### src/rtl/prefetch_unit.sv
// Instruction prefetch unit: fetches from a BUS_W-wide bus into a small word queue
// and redirects on an illegal-instruction trap or a jump.
module prefetch_unit #(
  parameter int          BUS_W        = 16,
  parameter int          DEPTH        = 2,
  parameter logic [63:0] RESET_VECTOR = 64'hFFFF_FFFF_FFFF_FF00
) (
  input  logic             clk_i,
  input  logic             reset_i,
  output logic [63:0]      adr_o,
  output logic [1:0]       size_o,
  input  logic [BUS_W-1:0] dat_i,
  input  logic             ack_i,
  output logic [31:0]      ir_o,
  output logic [63:0]      pc_o,
  output logic             ir_valid_o,
  input  logic             ir_ready_i,
  input  logic             defined_i,
  input  logic             jump_i,
  input  logic [63:0]      jump_adr_i,
  input  logic [63:2]      csr_mtvec_i,
  output logic             mpie_mie_o,
  output logic             mie_0_o,
  output logic             mcause_2_o
);

  localparam int          PW          = (DEPTH > 1) ? $clog2(DEPTH) : 1;
  localparam int          CW          = $clog2(DEPTH) + 1;
  localparam logic [CW-1:0] FULL      = CW'(DEPTH);
  localparam logic [PW-1:0] LAST      = PW'(DEPTH - 1);
  localparam logic [63:0] STEP        = 64'(BUS_W / 8);
  localparam logic [1:0]  SIZE_ACTIVE = (BUS_W == 32) ? 2'd3 : 2'd2;

  logic [31:0]   ir_q [DEPTH];
  logic [63:0]   pc_q [DEPTH];
  logic [PW-1:0] wr_ptr, rd_ptr;
  logic [CW-1:0] count;
  logic [63:0]   adr_q;
  logic          trap, redirect, pop, fetch_en, beat;
  logic          push;
  logic [31:0]   push_word;
  logic [63:0]   push_pc;
  logic          unused_adr_bits;

  assign unused_adr_bits = ^jump_adr_i[1:0];

  function automatic logic [PW-1:0] ptr_inc(input logic [PW-1:0] p);
    return (p == LAST) ? '0 : p + 1'b1;
  endfunction

  always_comb begin
    ir_valid_o = (count != '0);
    trap       = ir_valid_o & ~defined_i;
    redirect   = trap | jump_i;
    pop        = ir_valid_o & ir_ready_i & ~redirect;
    // A pop in this cycle frees a slot for the beat completing on the same edge.
    fetch_en   = ((count != FULL) | pop) & ~redirect & ~reset_i;
    size_o     = fetch_en ? SIZE_ACTIVE : 2'd0;
    beat       = fetch_en & ack_i;
  end

  assign adr_o      = adr_q;
  assign ir_o       = ir_q[rd_ptr];
  assign pc_o       = pc_q[rd_ptr];
  assign mpie_mie_o = trap;
  assign mie_0_o    = trap;
  assign mcause_2_o = trap;

  generate
    if (BUS_W == 32) begin : g_w32
      assign push      = beat;
      assign push_word = dat_i;
      assign push_pc   = adr_q;
    end else begin : g_w16
      logic [15:0] half_lo;
      logic [63:0] half_pc;
      logic        half_valid;

      always_ff @(posedge clk_i or posedge reset_i) begin
        if (reset_i) begin
          half_valid <= 1'b0;
          half_lo    <= '0;
          half_pc    <= '0;
        end else if (redirect) begin
          half_valid <= 1'b0;
        end else if (beat) begin
          if (half_valid) begin
            half_valid <= 1'b0;
          end else begin
            half_valid <= 1'b1;
            half_lo    <= dat_i;
            half_pc    <= adr_q;
          end
        end
      end

      assign push      = beat & half_valid;
      assign push_word = {dat_i, half_lo};
      assign push_pc   = half_pc;
    end
  endgenerate

  always_ff @(posedge clk_i or posedge reset_i) begin
    if (reset_i) begin
      adr_q <= RESET_VECTOR;
    end else if (trap) begin
      adr_q <= {csr_mtvec_i, 2'b00};
    end else if (jump_i) begin
      adr_q <= {jump_adr_i[63:2], 2'b00};
    end else if (beat) begin
      adr_q <= adr_q + STEP;
    end
  end

  always_ff @(posedge clk_i or posedge reset_i) begin
    if (reset_i) begin
      wr_ptr <= '0;
      rd_ptr <= '0;
      count  <= '0;
    end else if (redirect) begin
      wr_ptr <= '0;
      rd_ptr <= '0;
      count  <= '0;
    end else begin
      if (push) wr_ptr <= ptr_inc(wr_ptr);
      if (pop)  rd_ptr <= ptr_inc(rd_ptr);
      case ({push, pop})
        2'b10:   count <= count + 1'b1;
        2'b01:   count <= count - 1'b1;
        default: count <= count;
      endcase
    end
  end

  // Storage needs no reset; occupancy alone decides what is visible.
  always_ff @(posedge clk_i) begin
    if (push) begin
      ir_q[wr_ptr] <= push_word;
      pc_q[wr_ptr] <= push_pc;
    end
  end

endmodule

### config.mk
export PLATFORM = sky130hd
export DESIGN_NAME = prefetch_unit
export DESIGN_NICKNAME = d
export VERILOG_FILES = /design/src/rtl/prefetch_unit.sv
export SDC_FILE = /design/constraint.sdc
export NUM_CORES = 1
export LEC_CHECK = 0
export CAP_MARGIN = 20
export CORE_ASPECT_RATIO = 1.5
export CORE_UTILIZATION = 50
export DETAILED_ROUTE_END_ITERATION = 8
export GPL_TIMING_DRIVEN = 1
export PLACE_DENSITY = 0.78
export SLEW_MARGIN = 20
export SYNTH_ARGS = -nofsm -noshare
export SYNTH_HDL_FRONTEND = slang
export SYNTH_SLANG_ARGS = --single-unit
### constraint.sdc
create_clock -name clk_i -period 14.5 [get_ports clk_i]
set_input_delay 1.45 -clock clk_i [delete_from_list [all_inputs] [get_ports clk_i]]
set_output_delay 1.45 -clock clk_i [all_outputs]
set_load 0.01 [all_outputs]
# After elaboration in Yosys (flattened, before gate mapping)

Memories as Yosys holds them, arrays and structs flattened.
Index checks and enable logic that the tools add are counted.

Memories: 2
Output and inout bits: 166
Bits in writable memories: 192
Flip-flop bits (word level): 149

Memories:

| name | depth | bits a word | read ports | clocked after memory_dff | write ports | line | source |
|---|---|---|---|---|---|---|---|
| pc_q | 2     | 64          | 1          | 0                        | 1           | 35   | `logic [63:0] pc_q [DEPTH];` |
| ir_q | 2     | 32          | 1          | 0                        | 1           | 34   | `logic [31:0] ir_q [DEPTH];` |

Bitwise gates (word level): 13
Reduce and logical (&&, ||, !) cells: 7
Equal/unequal tests: 3
Multiplexer cells: 17
Add/subtract/negate cells: 5

Operator list:

| kind                    | count |
|---|---|
| $mux W64                | 3 |
| $add A64 B2 Y64 const B | 1 |
| $mux W1                 | 11 |
| $reduce_bool A2 Y1      | 4 |
| $and A1 B1 Y1           | 7 |
| $reduce_bool A3 Y1      | 2 |
| $mux W2                 | 2 |
| $not A1 Y1              | 4 |
| $pmux W2 S2             | 1 |
| $reduce_and A3 Y1       | 1 |
| $add A1 B1 Y1 const B   | 2 |
| $add A2 B1 Y2 const B   | 1 |
| $eq A2 B1 Y1 const B    | 1 |
| $eq A2 B2 Y1 const B    | 1 |
| $ne A2 B2 Y1 const B    | 1 |
| $or A1 B1 Y1            | 2 |
| $sub A2 B1 Y2 const B   | 1 |

# Longest topological paths before layout

Gate-level depths: netlist (run 1).

Depth after elaboration: 13
Depth in mapped cells: 9
Mapped depth without buffers: 7

# Worst setup path before layout (run 1)

Ideal clock, no wire load.

Kind: input to register
Start point: in jump_i
End point: mem ir_q[0][0], enable pin
Slack: 7,977 ps
Path buffers: 0
Data arrival time: 5,973 ps
Setup time: 550 ps
Cell stages on the path: 4
Cells stage by stage: nor2_1 > o211a_1 > nand2_1 > nor2_1

Longest elaborated chain between the ends: 10

Ends and longest elaborated chain:

| item                            | line | source |
|---|---|---|
| start: declaration              | 19   | `input logic jump_i,` |
| $or A1 B1 Y1 *                  | 54   | `redirect = trap \| jump_i;` |
| $not A1 Y1 (no line) *          | n/a  |  |
| $and A1 B1 Y1                   | 55   | `pop = ir_valid_o & ir_ready_i & ~redirect;` |
| $or A1 B1 Y1                    | 57   | `fetch_en = ((count != FULL) \| pop) & ~redirect & ~reset_i;` |
| $and A1 B1 Y1 * (2 in a row)    | 57   |  |
| $and A1 B1 Y1 *                 | 59   | `beat = fetch_en & ack_i;` |
| $and A1 B1 Y1 *                 | 97   | `assign push = beat & half_valid;` |
| $mux W1 *                       | 137  | `if (push) begin` |
| $mux W1 (implied by the code) * | 138  | `ir_q[wr_ptr] <= push_word;` |
| end: declaration                | 34   |  |

Mark *: on every way between the ends. The rest lies on a longest branch, timed or not.

# Final worst setup path (run 1)

Start point: in defined_i
End point: out mie_0_o

Longest elaborated chain between the ends: 2

Ends and longest elaborated chain:

| item               | line | source |
|---|---|---|
| start: declaration | 18   | `input logic defined_i,` |
| $not A1 Y1         | 53   | `trap = ir_valid_o & ~defined_i;` |
| $and A1 B1 Y1      | 53   |  |
| end: declaration   | 23   | `output logic mie_0_o,` |

Every way passes these cells.

==> results of run 1 <==
-- cell type report --
| class | count | area, um^2 |
|---|---|---|
| inverters | 13 | 53.80 |
| multi-input cells | 713 | 5125 |
| clock inverters | 17 | 220.2 |
| diodes | 5 | 12.51 |
| repair buffers | 323 | 3191 |
| flip-flops and latches | 337 | 9458 |
| well taps | 395 | 494.2 |
| clock buffers | 41 | 833.3 |
| fillers | 2152 | 9997 |
-- registers in the layout, indices dropped and copies added, names as in the netlist --
name,cells
count,2
rd_ptr,1
pc_q,126
g_w16.half_valid,1
g_w16.half_pc,63
wr_ptr,1
ir_q,64
g_w16.half_lo,16
adr_o,63
-- cell families after synthesis --
| logic type | after synthesis |
|---|---|
| buffers and inverters | 85 |
| adder cells (fa/ha/maj) | 1 |
| AND/OR/NAND/NOR | 295 |
| AO/OA/AOI/OAI | 212 |
| other | 1 |
| flip-flops | 337 |
| multiplexers | 181 |
| XOR/XNOR | 21 |
-- power by group through the flow --
stage / Sequential (mW) / Clock (mW) / Combinational (mW)
6_report: 1.23 / 0.847 / 0.270
3_5_place_dp: 1.24 / 0 / 0.270
3_3_place_gp: 1.23 / 0 / 0.262
4_1_cts: 1.23 / 0.859 / 0.273
5_1_grt: 1.24 / 0.897 / 0.292
2_1_floorplan: 1.22 / 0 / 0.134
-- worst min path at each step --
stage	start	end	slack, ns	cells past startpoint
global placement	g_w16.half_lo[9]$_DFFE_PP0P_	ir_q[0][9]$_DFFE_PP_	0.44	0
CTS	g_w16.half_lo[10]$_DFFE_PP0P_	ir_q[1][10]$_DFFE_PP_	0.46	0
detailed placement	g_w16.half_lo[14]$_DFFE_PP0P_	ir_q[0][14]$_DFFE_PP_	0.45	0
floorplan	g_w16.half_lo[0]$_DFFE_PP0P_	ir_q[0][0]$_DFFE_PP_	0.43	0
finish	g_w16.half_pc[2]$_DFFE_PP0P_	pc_q[1][2]$_DFFE_PP_	0.46	0
global route	g_w16.half_lo[13]$_DFFE_PP0P_	ir_q[0][13]$_DFFE_PP_	0.47	0
-- metal layers --
metal / share of wire [%] / vias up / wire length, um
met5: 0.032 / - / 13
met4: 5.1 / 2 / 2080
met3: 6.7 / 129 / 2767
met2: 51 / 479 / 21100
met1: 37 / 5383 / 15120
li1: - / 4857 / -
-- through the flow --
step           util, %  cells  area (um^2)
2_1_floorplan        -   1135        14880
3_3_place_gp     62.35   1781        18320
3_5_place_dp     62.35   1781        18320
4_1_cts          65.94   1839        19370
5_1_grt          65.98   1844        19390
6_report         65.98   1844        19390
-- critical path, stage by stage --
cell and delay [ns]:
clkdlybuf4s50_1 0.45, o21bai_4 0.20, inv_2 0.40, buf_4 0.60, clkdlybuf4s50_1 0.65
-- synthesized netlist by cell type (4+ instances only) --
master,number
o31ai_1,6
nor4_1,13
and3_1,31
mux2_1,42
a21oi_1,69
mux2_2,129
xor2_1,12
o211a_1,5
o21a_1,5
o211ai_1,10
nor3_1,20
or4_1,6
o21ai_0,32
clkbuf_1,57
or3_1,7
dfstp_2,56
a41oi_1,4
edfxtp_1,190
a221oi_1,8
mux2i_1,10
dfrtp_1,91
buf_2,4
buf_4,6
xnor2_1,9
nand3_1,36
nor2_1,53
o21ai_1,25
and4_1,7
buf_1,5
nand4_1,18
nand2_1,89
inv_1,12
a211oi_1,4
a31oi_1,18
==> impl_metrics.csv, run 1 <==
group,metric,value,unit
status,status,"completed",
run,maxCapViolations,0,
worst_setup_path,cp_data_required_time,13.05,ns
clock_tree,ctsResizeCount,0,
power,clkPwrFrac,36.1,%
synthesis,synth_compound_area_share,8.774,%
clock_tree,clk_pin_slew,0.06,ns
power,p_per_area,120.9,nW/um^2
cells_and_area,area_delta_synth_final,30.34,%
die,dieArea,30460,um^2
detailed_routing,firstDrtPassIters,7,
clock_tree,cts_tree,"yes",
synthesis,synth.area.top_cells,"edfxtp_1 38%, dfrtp_1 15%, dfstp_2 9.9%, mux2_2 9.8%, mux2_1 3.2%",
synthesis,yosysTopAreaCell,"edfxtp_1",
clock_tree,cts_hold_buf,0,
power,p_seq_share,52.3,%
synthesis,netlist_area,14870,um^2
detailed_routing,drtAntennaViolNets,0,
power,irDropWorstVdd,0.0001087,V
timing,slew_headroom,32.98,%
grt,grt_use_met3,4.418,%
clock_tree,htreeDepth,1,
die,die_h,213.2,um
power,p_switching,0.5615,mW
clock_tree,cts-root-buf,"clkbuf_16",
power,switching_share,23.95,%
timing,holdWs,0.4623,ns
synthesis,yosys_warnings,0,
grt,grt_busiest_layer,"met2",
synthesis,yosys.area_share.simple,10.37,%
timing,clock_skew,0.01307,ns
grt,met1_usage,31.60,%
worst_setup_path,timing.rr.end,"ir_q[0][12]$_DFFE_PP_",
worst_setup_path,r2r_setup_slack,10.95,ns
synthesis,synth_xor_area_share,1.237,%
detailed_routing,wl_per_cell,22.28,um
synthesis,synth-seq-area-share,63.56,%
grt,grt_max_degree,88,
synthesis,synth_top_area_share,38.36,%
grt,grt_use_met2,47.01,%
clock_tree,cts_buffer_depth,3,
hold_path,hp-class,"register to register",
power,power.leakage,6.997,nW
worst_setup_path,cp-end-kind,"output port",
synthesis,synthAdderAreaFrac,0.08412,%
grt,antenna_found_initial,6,
place,dp_hpwl,27.18,mm
synthesis,synth_mux_area_share,13.62,%
worst_setup_path,cp_max_fo,52,
detailed_routing,wl,41.09,mm
synthesis,synthArstFlopShare,43.62,%
die,io_pins,314,
power,power,2.344,mW
timing,setup_viol,0,
die,die_w,142.8,um
die,core_area,29380,um^2
timing,period_share,36.05,%
detailed_routing,via_per_inst,5.884,
worst_setup_path,worst-setup-path-type,"primary input to output port",
detailed_routing,drt-initial-drc-count,672,
clock_tree,post-cts-setup-buffers,0,
power,p_int,1.783,mW
cells_and_area,final_cell_mix,"307 x clkdlybuf4s50_1, 190 x edfxtp_1, 129 x mux2_2",
clock_tree,cts_buffers,31,
timing,setup_slack,9.273,ns
synthesis,ys_ff_latch,337,
timing,clock.fmax,191.3,MHz
clock_tree,cts_sinks,337,
grt,grt_remaining_overflow,0,
timing,rsz0062_at_grt,"false",
worst_setup_path,reg2reg_depth,6,
synthesis,netlist_instances,1133,
timing,drv_slew,0,
grt,grt_pass1_wl,61.73,mm
grt,grt_pass1_vias,10950,
cells_and_area,fin_nets,1568,
timing,worstMarginPinSlew,1.005,ns
synthesis,synth_cell_types,60,
place,dp_slack,9.268,ns
synthesis,avgSynthCellArea,13.13,um^2
place,place_congestion,0.8674,
place,port_buffers,308,
die,start_util,50.62,%
grt,grt_usage,27.14,%
synthesis,synth_top_flop_cell,"edfxtp_1",
detailed_routing,drc,0,
clock_tree,clock_latency,0.58,ns
worst_setup_path,r2r_start,"count[0]$_DFFE_PP0P_",
cells_and_area,drive_above_1_share,18.63,%
timing,period_needed,5.227,ns
die,fp-row-count,77,
worst_setup_path,arrival,3.78,ns
timing,hold_violations,0,
worst_setup_path,crit_end,"mie_0_o",
worst_setup_path,startpoint,"defined_i",
power,pwr-share-comb,11.5,%
synthesis,synth_top_family_by_area,"multiplexers",
worst_setup_path,critPathLaunchType,"primary input",
synthesis,synth_edf_count,190,
timing,fin_setup_tns,0,ns
detailed_routing,num_vias,10850,
cells_and_area,mostFrequentLayoutCell,"clkdlybuf4s50_1",
Note: power is estimated with default switching activity, not from simulation.
==> run 2: changes to the inputs <==
- clock period: 14.5 -> 5 ns (I/O delays scaled with it)
==> run 2 against run 1 <==
First-iteration DRC count grew 2.4%. Critical path type is now register to output port. Cell area increased by 0.37%. Die area stayed put. Worst hold slack lost 0.085 ns. Largest power group unchanged. Power increased to 2.9 times the previous value. Flip-flop and latch count unchanged. Utilization is 0.25 points higher. Clock power increased to 2.9 times the previous value. Non-clock buffer count grew 1. Register-to-register slack worse by 9.1 ns. Critical path depth decreased by 2. Cell count hardly changed.
==> impl_metrics.csv, run 2 (same netlist as run 1, synthesis figures left out) <==
group,metric,value,unit
grt,grt_usage,27.62,%
detailed_routing,via_per_inst,5.917,
timing,clock.fmax,305.6,MHz
detailed_routing,drc,0,
timing,slew_headroom,34.83,%
timing,worstMarginPinSlew,0.9775,ns
timing,drv_slew,0,
timing,holdWs,0.3769,ns
detailed_routing,num_vias,10910,
clock_tree,ctsResizeCount,0,
die,die_w,142.8,um
detailed_routing,drtAntennaViolNets,0,
place,place_congestion,0.8709,
hold_path,hp-class,"primary input to register",
timing,rsz0062_at_grt,"false",
grt,antenna_found_initial,4,
clock_tree,cts_buffer_depth,3,
status,status,"completed",
timing,period_share,65.44,%
clock_tree,cts_tree,"yes",
die,die_h,213.2,um
worst_setup_path,critPathLaunchType,"register",
timing,clock_skew,0.02746,ns
clock_tree,cts_hold_buf,0,
cells_and_area,mostFrequentLayoutCell,"clkdlybuf4s50_1",
clock_tree,clk_pin_slew,0.07,ns
worst_setup_path,worst-setup-path-type,"register to output port",
worst_setup_path,cp-end-kind,"output port",
place,port_buffers,308,
die,core_area,29380,um^2
cells_and_area,area_delta_synth_final,30.83,%
timing,setup_viol,0,
place,dpl.cell_count,1782,
grt,grt_remaining_overflow,0,
place,dp_hpwl,27.90,mm
grt,grt_pass1_vias,11120,
timing,hold_violations,0,
cells_and_area,final_cell_mix,"307 x clkdlybuf4s50_1, 190 x edfxtp_1, 129 x mux2_2",
grt,grt_busiest_layer,"met2",
detailed_routing,wl_per_cell,22.55,um
cells_and_area,regMostFlops,"pc_q",
cells_and_area,fin_nets,1569,
cells_and_area,reg.largest.list,"pc_q: 126 flops, ir_q: 64 flops",
power,irDropWorstVdd,0.0003197,V
worst_setup_path,cp_data_required_time,4.50,ns
worst_setup_path,cp_max_fo,56,
timing,fin_setup_tns,0,ns
power,power.leakage,7.020,nW
grt,grt_max_degree,81,
clock_tree,cts_buffers,31,
timing,period_needed,3.272,ns
die,dieArea,30460,um^2
grt,grt_pass1_wl,62.91,mm
grt,grt_use_met3,5.539,%
clock_tree,cts_sinks,337,
detailed_routing,firstDrtPassIters,5,
clock_tree,post-cts-setup-buffers,0,
die,start_util,50.62,%
detailed_routing,wl,41.56,mm
die,fp-row-count,77,
run,maxCapViolations,0,
detailed_routing,drt-initial-drc-count,688,
power,p_per_area,349.5,nW/um^2
cells_and_area,final_cells,1843,
clock_tree,clock_latency,0.58,ns
grt,met1_usage,31.54,%
grt,grt_use_met2,49.04,%
die,io_pins,314,
cells_and_area,drive_above_1_share,18.75,%
clock_tree,htreeDepth,1,
cells_and_area,largest_register_ffs,126,
worst_setup_path,arrival,2.77,ns
clock_tree,cts-root-buf,"clkbuf_16",
## run 2: area by class of cell
type / instances / area [um^2]
fillers: 2184 / 9925
clock inverters: 18 / 211.5
clock buffers: 40 / 849.6
repair buffers: 324 / 3261
multi-input cells: 713 / 5125
flip-flops and latches: 337 / 9458
inverters: 13 / 53.80
diodes: 3 / 7.507
well taps: 395 / 494.2
## run 2: path summary, 6_finish.rpt
| kind | slack, ns | depth (start not counted) | end | startpoint |
|---|---|---|---|---|
| min | 0.38 | 3 | adr_o[35]$_DFFE_PP1P_ | jump_i |
| max reg2reg | 1.85 | 7 | adr_o[61]$_DFFE_PP1P_ | adr_o[1]$_DFFE_PP0P_ |
| max | 1.73 | 3 | pc_o[63] | rd_ptr$_DFFE_PP0P_ |
| min in group asynchronous | 0.48 | 2 | g_w16.half_pc[51]$_DFFE_PP0P_ | reset_i |
| max in group asynchronous | 3.55 | 3 | adr_o[9]$_DFFE_PP1P_ | reset_i |
| min reg2reg | 0.45 | 0 | pc_q[0][39]$_DFFE_PP_ | g_w16.half_pc[39]$_DFFE_PP0P_ |
## run 2: critical path, cell delays in order (launching register included)
cell and delay, ns:
dfrtp_4 0.86, buf_12 0.35, mux2_2 0.38, clkdlybuf4s50_1 0.50
## run 2: routing by layer
layer	vias to the layer above	share of wire [%]
met3	119	7.3
met4	2	4.5
met1	5406	36
met5	-	0.031
met2	518	52
li1	4860	-
## run 2: report_power, final
group	switching, mW	total (mW)	leakage [nW]	internal, mW
sequential	0.265	3.56	3.42	3.30
combinational	0.345	0.788	3.09	0.443
clock	1.04	2.45	0.514	1.41
total	1.65	6.80	7.02	5.15
## run 2: through the flow
stage / power [mW] / instance area [um^2] / setup WS, ns / utilization, %
final: 6.801 / 19460 / 1.728 / 66.23
after detailed placement: 4.398 / 18390 / 1.686 / 62.59
after CTS: 6.838 / 19450 / 1.704 / 66.20
after global placement: 4.343 / 18390 / 1.780 / 62.59
after floorplan: 3.925 / 14880 / 0.6413 / -
after global routing: 7.046 / 19460 / 1.636 / 66.23
==> run 3: changes to the inputs <==
- CORE_UTILIZATION: 50 -> 46
- PLACE_DENSITY: 0.78 -> 0.75
- clock period: 5 -> 2.7 ns (I/O delays scaled with it)
==> run 3 against run 2 <==
Combinational power increased by 110%. Register-to-register slack got worse by 1.7 ns. Clock-buffer cell count decreased by 1. Global-route usage decreased by 1.9 points. Sequential share of layout area decreased by 1.2 points. Critical path type unchanged. Critical endpoint is now mcause_2_o. Largest power group unchanged.
==> impl_metrics.csv, run 3 (same netlist as run 1, synthesis figures left out) <==
group,metric,value,unit
timing,slew_headroom,60.29,%
timing,setup_slack,0.09139,ns
die,core_area,31830,um^2
clock_tree,cts_buffers,31,
hold_path,hp-class,"primary input to register",
timing,rsz0062_at_grt,"false",
clock_tree,cts_buffer_depth,3,
die,die_w,148.8,um
grt,grt_pass1_wl,64.66,mm
power,switching_share,24.41,%
cells_and_area,largest_register_ffs,126,
cells_and_area,final_cell_mix,"307 x clkdlybuf4s50_1, 190 x edfxtp_1, 129 x mux2_2",
timing,holdWs,0.2396,ns
clock_tree,cts_sinks,337,
detailed_routing,drc,0,
detailed_routing,wl,42.51,mm
cells_and_area,drive_above_1_share,21.63,%
die,io_pins,314,
cells_and_area,finalInstanceArea,19950,um^2
status,status,"completed",
die,dieArea,33070,um^2
cells_and_area,area_delta_synth_final,34.09,%
timing,drv_slew,0,
die,fp-row-count,80,
cells_and_area,utilization,62.66,%
detailed_routing,routed.top_layer,"met5",
power,clkPwrFrac,35.5,%
timing,period_share,96.62,%
detailed_routing,wl_per_cell,22.30,um
timing,worstMarginPinSlew,0.5956,ns
place,dp_slack,0.1068,ns
worst_setup_path,cpPeakStageDelay,0.57,ns
die,start_util,46.73,%
detailed_routing,drt-initial-drc-count,715,
worst_setup_path,cp-end-kind,"output port",
clock_tree,cts-root-buf,"clkbuf_16",
cells_and_area,fillers,2444,
detailed_routing,met2RoutedLength,22.31,mm
worst_setup_path,crit_chain,"o21bai_4 > inv_2 > buf_12 > clkdlybuf4s50_1",
worst_setup_path,arrival,2.34,ns
worst_setup_path,cp_max_fo,18,
clock_tree,clk_pin_slew,0.06,ns
power,power,12.61,mW
timing,hold_violations,0,
cells_and_area,seqCellArea,9458,um^2
detailed_routing,dr_wl_met3,2.861,mm
cells_and_area,fin_nets,1617,
grt,antenna_found_initial,4,
worst_setup_path,worst-setup-path-type,"register to output port",
power,p_per_area,632.3,nW/um^2
hold_path,hp-start,"csr_mtvec_i[37]",
power,p_switching,3.078,mW
timing,clock.fmax,383.3,MHz
timing,clock_skew,0.01561,ns
detailed_routing,drtAntennaViolNets,0,
grt,grt_pass1_vias,11350,
worst_setup_path,cpMaxStageDelayCell,"clkdlybuf4s50_1",
grt,grt_max_degree,63,
detailed_routing,via_per_inst,5.720,
clock_tree,cts_tree,"yes",
worst_setup_path,cp_data_required_time,2.43,ns
place,port_buffers,308,
place,place_congestion,0.9166,
grt,grt_usage,25.76,%
clock_tree,clock_latency,0.58,ns
timing,setup_viol,0,
place,dp_hpwl,29.97,mm
place,postPlaceCellArea,18850,um^2
cells_and_area,reg.largest.list,"pc_q: 126 flops, ir_q: 64 flops",
detailed_routing,num_vias,10900,
die,die_h,222.2,um
power,p_int,9.534,mW
timing,period_needed,2.609,ns
grt,grt_remaining_overflow,0,
cells_and_area,regMostFlops,"pc_q",
cells_and_area,multi_input_comb_area,5150,um^2
power,power.leakage,7.286,nW
power,pwr-share-comb,12.9,%
detailed_routing,firstDrtPassIters,5,
clock_tree,htreeDepth,1,
worst_setup_path,startpoint,"count[0]$_DFFE_PP0P_",
power,irDropWorstVdd,0.0005039,V
worst_setup_path,r2r_start,"adr_o[8]$_DFFE_PP1P_",
run,maxCapViolations,0,
worst_setup_path,critPathLaunchType,"register",
cells_and_area,mostFrequentLayoutCell,"clkdlybuf4s50_1",
power,p_seq_share,51.7,%
detailed_routing,drt-met1-wl,15.18,mm
run 3: cell count changes in the layout (fill, tap and decap cells not counted), moves of 2 or more:
cell | previous run | this run
clkinv_2 | 3 | 6
buf_12 | 5 | 13
clkinvlp_4 | 2 | 7
clkinv_4 | 3 | 1
buf_4 | 11 | 49
clkbuf_8 | 4 | 1
clkinv_1 | 4 | 0
clkbuf_1 | 5 | 7
run 3: final timing paths:
path,end,slack [ns],depth (start not counted)
setup / recovery,mcause_2_o,0.09,4
hold / removal,adr_o[37]$_DFFE_PP1P_,0.24,3
setup reg to reg,adr_o[58]$_DFFE_PP1P_,0.16,6
hold reg to reg,pc_q[1][47]$_DFFE_PP_,0.45,0
max in group asynchronous,adr_o[22]$_DFFE_PP1P_,1.51,4
min in group asynchronous,count[1]$_DFFE_PP0P_,0.56,3
run 3: final cells by class:
class / instances / area share, %
sequential: 337 / 47.42
multi-input combinational: 713 / 25.82
timing repair buffer: 372 / 18.69
clock buffer: 39 / 4.090
tap: 410 / 2.572
clock inverter: 19 / 1.110
inverter: 13 / 0.2635
antenna: 3 / 0.03764
run 3: repair_timing:
| action | 4_1_cts | 5_1_grt |
|---|---|---|
| setup buffers | 2 | 0 |
| pin swaps | 1 | 1 |
| gates resized for setup | 0 | 3 |
| hold endpoints to repair | 1 | 0 |
| hold buffers | 1 | 0 |
| setup endpoints to repair | 43 | 6 |
run 3: metal layers:
metal | GRT usage, % | vias up
li1 | - | 4946
met1 | 28.69 | 5345
met2 | 45.87 | 494
met3 | 4.538 | 116
met4 | 14.52 | 2
met5 | 0 | -
run 3: critical path: cells and delay by family, from the launching register on:
kind                   cells  cell delay, ns
flip-flops                 1            0.49
AO/OA/AOI/OAI              1            0.14
buffers and inverters      3            1.11
run 3: power groups by stage:
stage,logic (mW),registers [mW],clock network [mW]
after floorplan,0.723,6.55,0
after global placement,1.58,6.57,0
after detailed placement,1.62,6.62,0
after CTS,1.63,6.52,4.55
after global routing,1.75,6.58,4.72
final,1.62,6.52,4.47
run 3: stage by stage:
stage | std cells | TNS [ns]
floorplan | 1135 | -10.39
global placement | 1842 | 0
detailed placement | 1842 | 0
CTS | 1903 | 0
global route | 1906 | 0
finish | 1906 | 0
